==> src/rtl/perm_apply.sv <==
// rtl/perm_apply.sv - loads and validates a permutation table, then emits each buffered frame in permuted order
module perm_apply #(
  parameter int N    = 100,
  parameter int IDXW = $clog2(N),
  parameter int DW   = 8
) (
  input  logic            clk,
  input  logic            reset,
  input  logic            perm_valid,
  input  logic [IDXW-1:0] perm_idx,
  output logic            perm_ready,
  input  logic            in_valid,
  input  logic [DW-1:0]   in_data,
  output logic            in_ready,
  output logic            out_valid,
  output logic [DW-1:0]   out_data,
  output logic            out_last,
  input  logic            out_ready,
  output logic            table_ok,
  output logic            perm_err
);

  typedef enum logic [1:0] {LOAD_PERM, LOAD_DATA, EMIT} state_t;

  // Last legal index, and N widened by one bit so the range check works even when N is a power of two.
  localparam logic [IDXW-1:0] LAST = IDXW'(N - 1);
  localparam logic [IDXW:0]   NUM  = (IDXW + 1)'(N);

  state_t          state;
  logic [IDXW-1:0] cnt;
  logic [IDXW-1:0] k;
  logic [N-1:0]    seen;
  logic [IDXW-1:0] ptab [N];
  logic [DW-1:0]   fbuf [N];
  logic            idx_ok;

  assign perm_ready = (state == LOAD_PERM);
  assign in_ready   = (state == LOAD_DATA);

  // An entry is usable only if it is in range and has not already appeared in this table.
  assign idx_ok = ({1'b0, perm_idx} < NUM) && !seen[perm_idx];

  // Table and frame storage carry no reset so they can map onto plain memory.
  always_ff @(posedge clk) begin
    if (perm_ready && perm_valid && idx_ok) ptab[cnt] <= perm_idx;
    if (in_ready && in_valid) fbuf[cnt] <= in_data;
  end

  // Control FSM: table load/validation, frame capture, then permuted emission with a registered output stage.
  always_ff @(posedge clk) begin
    if (reset) begin
      state     <= LOAD_PERM;
      cnt       <= '0;
      k         <= '0;
      seen      <= '0;
      out_valid <= 1'b0;
      out_last  <= 1'b0;
      out_data  <= '0;
      table_ok  <= 1'b0;
      perm_err  <= 1'b0;
    end else begin
      case (state)
        LOAD_PERM: begin
          if (perm_valid) begin
            if (idx_ok) begin
              seen[perm_idx] <= 1'b1;
              if (cnt == LAST) begin
                state    <= LOAD_DATA;
                table_ok <= 1'b1;
                cnt      <= '0;
              end else begin
                cnt <= cnt + 1'b1;
              end
            end else begin
              // A single bad entry discards the whole partial table.
              perm_err <= 1'b1;
              cnt      <= '0;
              seen     <= '0;
            end
          end
        end
        LOAD_DATA: begin
          if (in_valid) begin
            if (cnt == LAST) begin
              state <= EMIT;
              k     <= '0;
              cnt   <= '0;
            end else begin
              cnt <= cnt + 1'b1;
            end
          end
        end
        EMIT: begin
          if (out_valid && out_ready && out_last) begin
            out_valid <= 1'b0;
            out_last  <= 1'b0;
            state     <= LOAD_DATA;
            cnt       <= '0;
          end else if (!out_valid || out_ready) begin
            out_valid <= 1'b1;
            out_data  <= fbuf[ptab[k]];
            out_last  <= (k == LAST);
            if (k != LAST) k <= k + 1'b1;
          end
        end
        default: state <= LOAD_PERM;
      endcase
    end
  end

endmodule

==> config.mk <==
export PLATFORM = sky130hd
export DESIGN_NAME = perm_apply
export DESIGN_NICKNAME = d
export VERILOG_FILES = /design/src/rtl/perm_apply.sv
export SDC_FILE = /design/constraint.sdc
export NUM_CORES = 2
export LEC_CHECK = 0
export BUFFER_PORTS_ARGS = -buffer_cell sky130_fd_sc_hd__buf_2
export CAP_MARGIN = 20
export CORE_ASPECT_RATIO = 0.5
export CORE_MARGIN = 8
export CORE_UTILIZATION = 30
export CTS_CLUSTER_SIZE = 16
export DETAILED_ROUTE_END_ITERATION = 10
export PLACE_DENSITY = 0.46
export SETUP_SLACK_MARGIN = 0.15
export SKIP_CTS_REPAIR_TIMING = 1
export SLEW_MARGIN = 20
export SYNTH_ARGS = -nofsm -noshare
export SYNTH_HDL_FRONTEND = slang
export SYNTH_SLANG_ARGS = --single-unit
==> constraint.sdc <==
create_clock -name clk -period 10.95 [get_ports clk]
set_clock_uncertainty 0.1 [all_clocks]
set_input_delay 2.19 -clock clk [delete_from_list [all_inputs] [get_ports clk]]
set_output_delay 2.19 -clock clk [all_outputs]
set_load 0.01 [all_outputs]
Yosys cells after proc, flatten, opt, wreduce, memory -nomap -nowiden
Memories as Yosys holds them, arrays and structs flattened. A register that Yosys moved wholly into a read port is not among the register bits. Cells that the tools add are included.

Output and inout bits: 14. Word-level logic and storage cells: 88. Flip-flop bits (word level): 120. Memories kept: 2. Memory bits (writable): 1500. Bits of input ports: 20.

Memories: fbuf (words 100, width 8, read ports 1, clocked after Yosys merged registers in 1, wr ports 1, RTL line 34) `logic [DW-1:0] fbuf [N];`; ptab (words 100, width 7, read ports 1, clocked after Yosys merged registers in 1, wr ports 1, RTL line 33) `logic [IDXW-1:0] ptab [N];`.

Reduce and logical (&&, ||, !) cells: 22. Bitwise logic cells: 3. Equal/unequal tests: 14. Muxes and demuxes: 34. $lt $le $gt $ge: 3. Add/sub/neg operators: 2.

Operators by type and width (number): two-way mux 100 bit (1); bitwise OR 100 bit (1); two-way mux 7 bit (12); case mux 7 bit (3 select lines) (1); adder 7 x 1 -> 7 bit (second input constant) (2); equality test 7 bit (second input constant) (2); case mux 7 bit (2 select lines) (1); two-way mux 2 bit (6); != test 2 bit (second input constant) (6); AND reduction 6 bit (2); two-way mux 1 bit (10); less-than comparator 7 x 8 -> 1 bit (second input constant) (1); AND reduction 4 bit (2); binary-select mux 1 bit (select 7 bit) (1); demux 1 bit (select 7 bit) (1); greater-or-equal comparator 7 x 1 -> 1 bit (second input constant) (1); logical AND 1 bit (7); less-than comparator 7 bit (second input constant) (1); != test 7 bit (second input constant) (1); != test 2 x 1 -> 1 bit (second input constant) (3); case mux 2 bit (3 select lines) (1); AND reduction 3 bit (2); AND reduction 2 bit (2); nonzero test 2 bit (2); 7 further kinds (9).

Logic depth before layout (Yosys ltp)
Depth after elaboration: 7. Gate-level depth with buffers: 20. Mapped depth without buffers: 11.

Worst setup path before layout
Ideal clock, no wire load.

Path type: input to register. From: in perm_idx[0]. To: mem ptab[32][0] in the netlist's numbering, enable pin. Setup slack: 5.008 ns. Buffers on the path: 3. Data arrival time: 5.482 ns. Stages on the path: 11. Library setup time: 0.360 ns. Data required time: 10.490 ns. Cell sequence: buf_2 -> buf_2 -> mux4_2 -> nor2_1 -> o21ai_0 -> mux4_2 -> mux4_2 -> or3_1 -> or3_1 -> clkbuf_1 -> nor2_1.

Word-level cells in the longest chain between the ends: 7. Elaborated cells on any way between the ends: 8. Those cells by class: 1 x order compare; 4 x mux; 3 x reduce/logical.

RTL lines: start: declaration (RTL line 10) `input logic [IDXW-1:0] perm_idx,`; binary-select mux 1 bit (select 7 bit) (RTL line 41) `assign idx_ok = ({1'b0, perm_idx} < NUM) && !seen[perm_idx];`; two-way mux 1 bit (not written as such) (RTL line 41); logical NOT 1 bit (RTL line 41); logical AND 1 bit (*) (RTL line 41); logical AND 1 bit (*) (RTL line 45) `if (perm_ready && perm_valid && idx_ok) ptab[cnt] <= perm_idx;`; two-way mux 1 bit (*) (RTL line 45); two-way mux 1 bit (not written as such) (*) (RTL line 45); end: declaration (RTL line 33).

Every way passes the cells marked *; elsewhere a longest branch is shown, timed or not. The select of a mux whose other input is x is not followed.

==> results.sh <==
export IMPL_vdd_ir_drop_max_mv=0.09950
export IMPL_hp_class="reg -> reg"
export IMPL_synth_cells=4159
export IMPL_die_area_mm2=0.2343
export IMPL_die_y_um=346.3
export IMPL_end_kind="flip-flop"
export IMPL_synth_nets=4185
export IMPL_gr_total_overflow=0
export IMPL_ant_nets=0
export IMPL_setup_viol=0
export IMPL_vias=36720
export IMPL_cts_htree_levels=4
export IMPL_ys_warn_count=0
export IMPL_slowest_delay_ns=0.93
export IMPL_cts_buffer_depth=4
export IMPL_grt_start_max_net_pins=152
export IMPL_ys_seq_area_share_pct=72.93
export IMPL_syn2layout_area_growth_pct=12.60
export IMPL_synth_fa_ha_area_share_pct=0.1147
export IMPL_grtUsageTotal_pct=15.48
export IMPL_avgRoutedWirePerCell_um=26.19
export IMPL_rows=121
export IMPL_start_util_pct=30.14
export IMPL_nNetsFinal=4216
export IMPL_outcome="complete, no violations"
export IMPL_layout_min_cycle_time_ns=6.606
export IMPL_grt_pass1_wl_mm=270.8
export IMPL_cp_common_cell="buf_4"
export IMPL_place_worst_setup_slack_ns=3.610
export IMPL_whs_ns=0.3469
export IMPL_critPathKind="reg -> reg"
export IMPL_drv_cap=0
export IMPL_io_buffers=33
export IMPL_hold_violations=0
export IMPL_synth_seq_cells=1635
export IMPL_syn_area_mm2=0.06547
export IMPL_async_flop_share_pct=0
export IMPL_avgSynthCellArea_um2=15.74
export IMPL_clock_latency_ns=0.81
export IMPL_antenna_found_initial=7
export IMPL_max_freq_mhz=151.4
export IMPL_synth_simple_area_share_pct=8.640
export IMPL_numCtsBuffers=166
export IMPL_dieWidth_um=676.7
export IMPL_crit_slowest_cell="and3_4"
export IMPL_dp_hpwl_mm=114.3
export IMPL_synth_compound_area_share_pct=4.770
export IMPL_drc_errors=0
export IMPL_critPathArrivalTime_ns=7.25
export IMPL_slew_violations=0
export IMPL_core_area_mm2=0.2173
export IMPL_wirelength_mm=188.7
export IMPL_powerDensity_mw_per_mm2=173.9
export IMPL_fin_ws_ns=4.344
export IMPL_maxSlewHeadroom_pct=25.77
export IMPL_cp_max_fo=80
export IMPL_rsz0062_at_grt="no"
export IMPL_firstDrtPassIters=5
export IMPL_routabilityCongestion=0.7903
export IMPL_required_ns=11.60
export IMPL_synth_edff_count=1500
export IMPL_startpoint_type="flip-flop"
export IMPL_grt_pass1_vias=36380
export IMPL_vias_per_cell=5.097
export IMPL_synth_xor_area_share_pct=0.08027
export IMPL_clk_pin_slew_ns=0.06
export IMPL_synth_cell_types=93
export IMPL_drive_above_1_share_pct=13.84
export IMPL_pin_count=34
export IMPL_path_cells="buf_12 -> nand2b_1 -> o22ai_1 -> o31ai_1 -> a311o_1 -> buf_4 -> and3_4 -> buf_4 -> mux2i_1 -> mux2_2 -> a22oi_1 -> nand4_1 -> a211oi_1 -> o31a_1"
export IMPL_fill_cells=20630
export IMPL_synthMuxAreaShare_pct=10.94
export IMPL_tns_ns=0
export IMPL_cts_sinks=1635
export IMPL_synth_top_family_by_area="multiplexers"
export IMPL_cts_tree="yes"
export IMPL_final_period_utilization_pct=60.33
export IMPL_drt_iter0_drc=3649
export IMPL_cts_root_buf="clkbuf_16"
export IMPL_ys_flop_type="edfxtp_1"
export IMPL_tightest_slew_ns=1.109
export IMPL_p_leak_nw=23.19
==> kinds of logic (layout without fill, tap and decap cells) <==
| family | Yosys count | in the layout |
|---|---|---|
| buf+inv | 299 | 453 |
| compound gates | 445 | 445 |
| flops | 1635 | 1635 |
| xor+xnor | 6 | 6 |
| other cells | 0 | 2 |
| mux | 471 | 471 |
| simple gates | 1297 | 1297 |
| fa+ha+maj | 6 | 6 |
==> critical path: cells and delay by family (launching register included) <==
family / cells / cell delay [ns]
compound gates: 6 / 1.61
buf+inv: 3 / 1.67
flops: 1 / 0.89
mux: 2 / 0.50
simple gates: 3 / 1.49
==> routing by layer <==
| metal | wire length (um) | track usage (%) |
|---|---|---|
| met1 | 84450 | 21.65 |
| met3 | 10730 | 2.554 |
| met2 | 89980 | 25.43 |
| met5 | 0 | 0 |
| met4 | 3533 | 3.183 |
==> registers in the layout, summed over array words and instances (netlist names), named ones only <==
signal	count
cnt	7
fbuf	800
k	7
out_data	8
out_last	1
out_valid	1
perm_err	1
ptab	700
seen	100
state	2
table_ok	1
==> cell type report <==
class / count / area [um^2] / area share, %
Antenna cell: 2 / 5.005 / 0.006789
Clock buffer: 213 / 4464 / 6.056
Clock inverter: 78 / 630.6 / 0.8554
Inverter: 42 / 157.7 / 0.2139
Multi-Input combinational cell: 2225 / 16160 / 21.92
Sequential cell: 1635 / 47760 / 64.78
Tap cell: 2890 / 3616 / 4.905
Timing Repair Buffer: 120 / 930.9 / 1.263
==> power by group <==
part           internal, mW  switching, mW
clock                  3.09           2.39
combinational         0.129          0.398
sequential             6.81        0.00327
total                  10.0           2.79
==> cells in the mapped netlist (all sizes together) (26+ instances only) <==
cell    instances  area, um^2
edfxtp       1500       45040
nand2         509        1913
nor2          394        1513
mux2i         243        2432
nand3         210        1051
mux4          189        4294
buf           157        1112
a21oi         147       735.7
dfxtp         135        2703
clkbuf        100       381.6
nand4          58       362.9
a22oi          41       307.8
inv            40       150.1
mux2           39       439.2
a32oi          32       280.3
o21ai          32       160.2
nor3           26       151.4
==> worst paths after layout <==
kind,start,end,slack [ns],depth (start not counted)
hold / removal,perm_err,perm_err,0.35,2
setup / recovery,flip-flop,out_data[7],4.34,14
setup reg to reg,flip-flop,out_data[7],4.34,14
hold reg to reg,perm_err,perm_err,0.35,2
==> per-stage QoR <==
step	std cells	cell area (um^2)	power [mW]	util (%)
2_1_floorplan	4159	65470	7.221	-
3_3_place_gp	6912	68620	7.482	31.58
3_5_place_dp	6912	68620	7.485	31.58
4_1_cts	7203	73710	12.96	33.93
5_1_grt	7203	73710	13.20	33.93
6_report	7205	73720	12.82	33.93
==> layout by cell type (no fill, tap or decap), types with 10 or more instances in the layout <==
| master | n |
|---|---|
| nand3_1 | 206 |
| nor2b_1 | 20 |
| a21oi_1 | 146 |
| a32oi_1 | 32 |
| mux4_2 | 179 |
| a21o_1 | 17 |
| dfxtp_1 | 131 |
| and3_1 | 16 |
| nor3_1 | 21 |
| nand2b_1 | 14 |
| inv_1 | 40 |
| buf_2 | 18 |
| o2111ai_1 | 16 |
| mux2_2 | 38 |
| nand4_1 | 58 |
| a31oi_1 | 19 |
| clkinv_1 | 32 |
| clkinv_2 | 25 |
| a221oi_1 | 11 |
| o221ai_1 | 13 |
| o21ai_0 | 26 |
| mux4_1 | 10 |
| clkbuf_1 | 37 |
| a22oi_1 | 41 |
| a211oi_1 | 13 |
| edfxtp_1 | 1500 |
| clkbuf_16 | 169 |
| buf_4 | 96 |
| nor2_1 | 386 |
| nand2_1 | 508 |
| mux2i_1 | 243 |
Note: power is estimated with default switching activity, not from simulation.
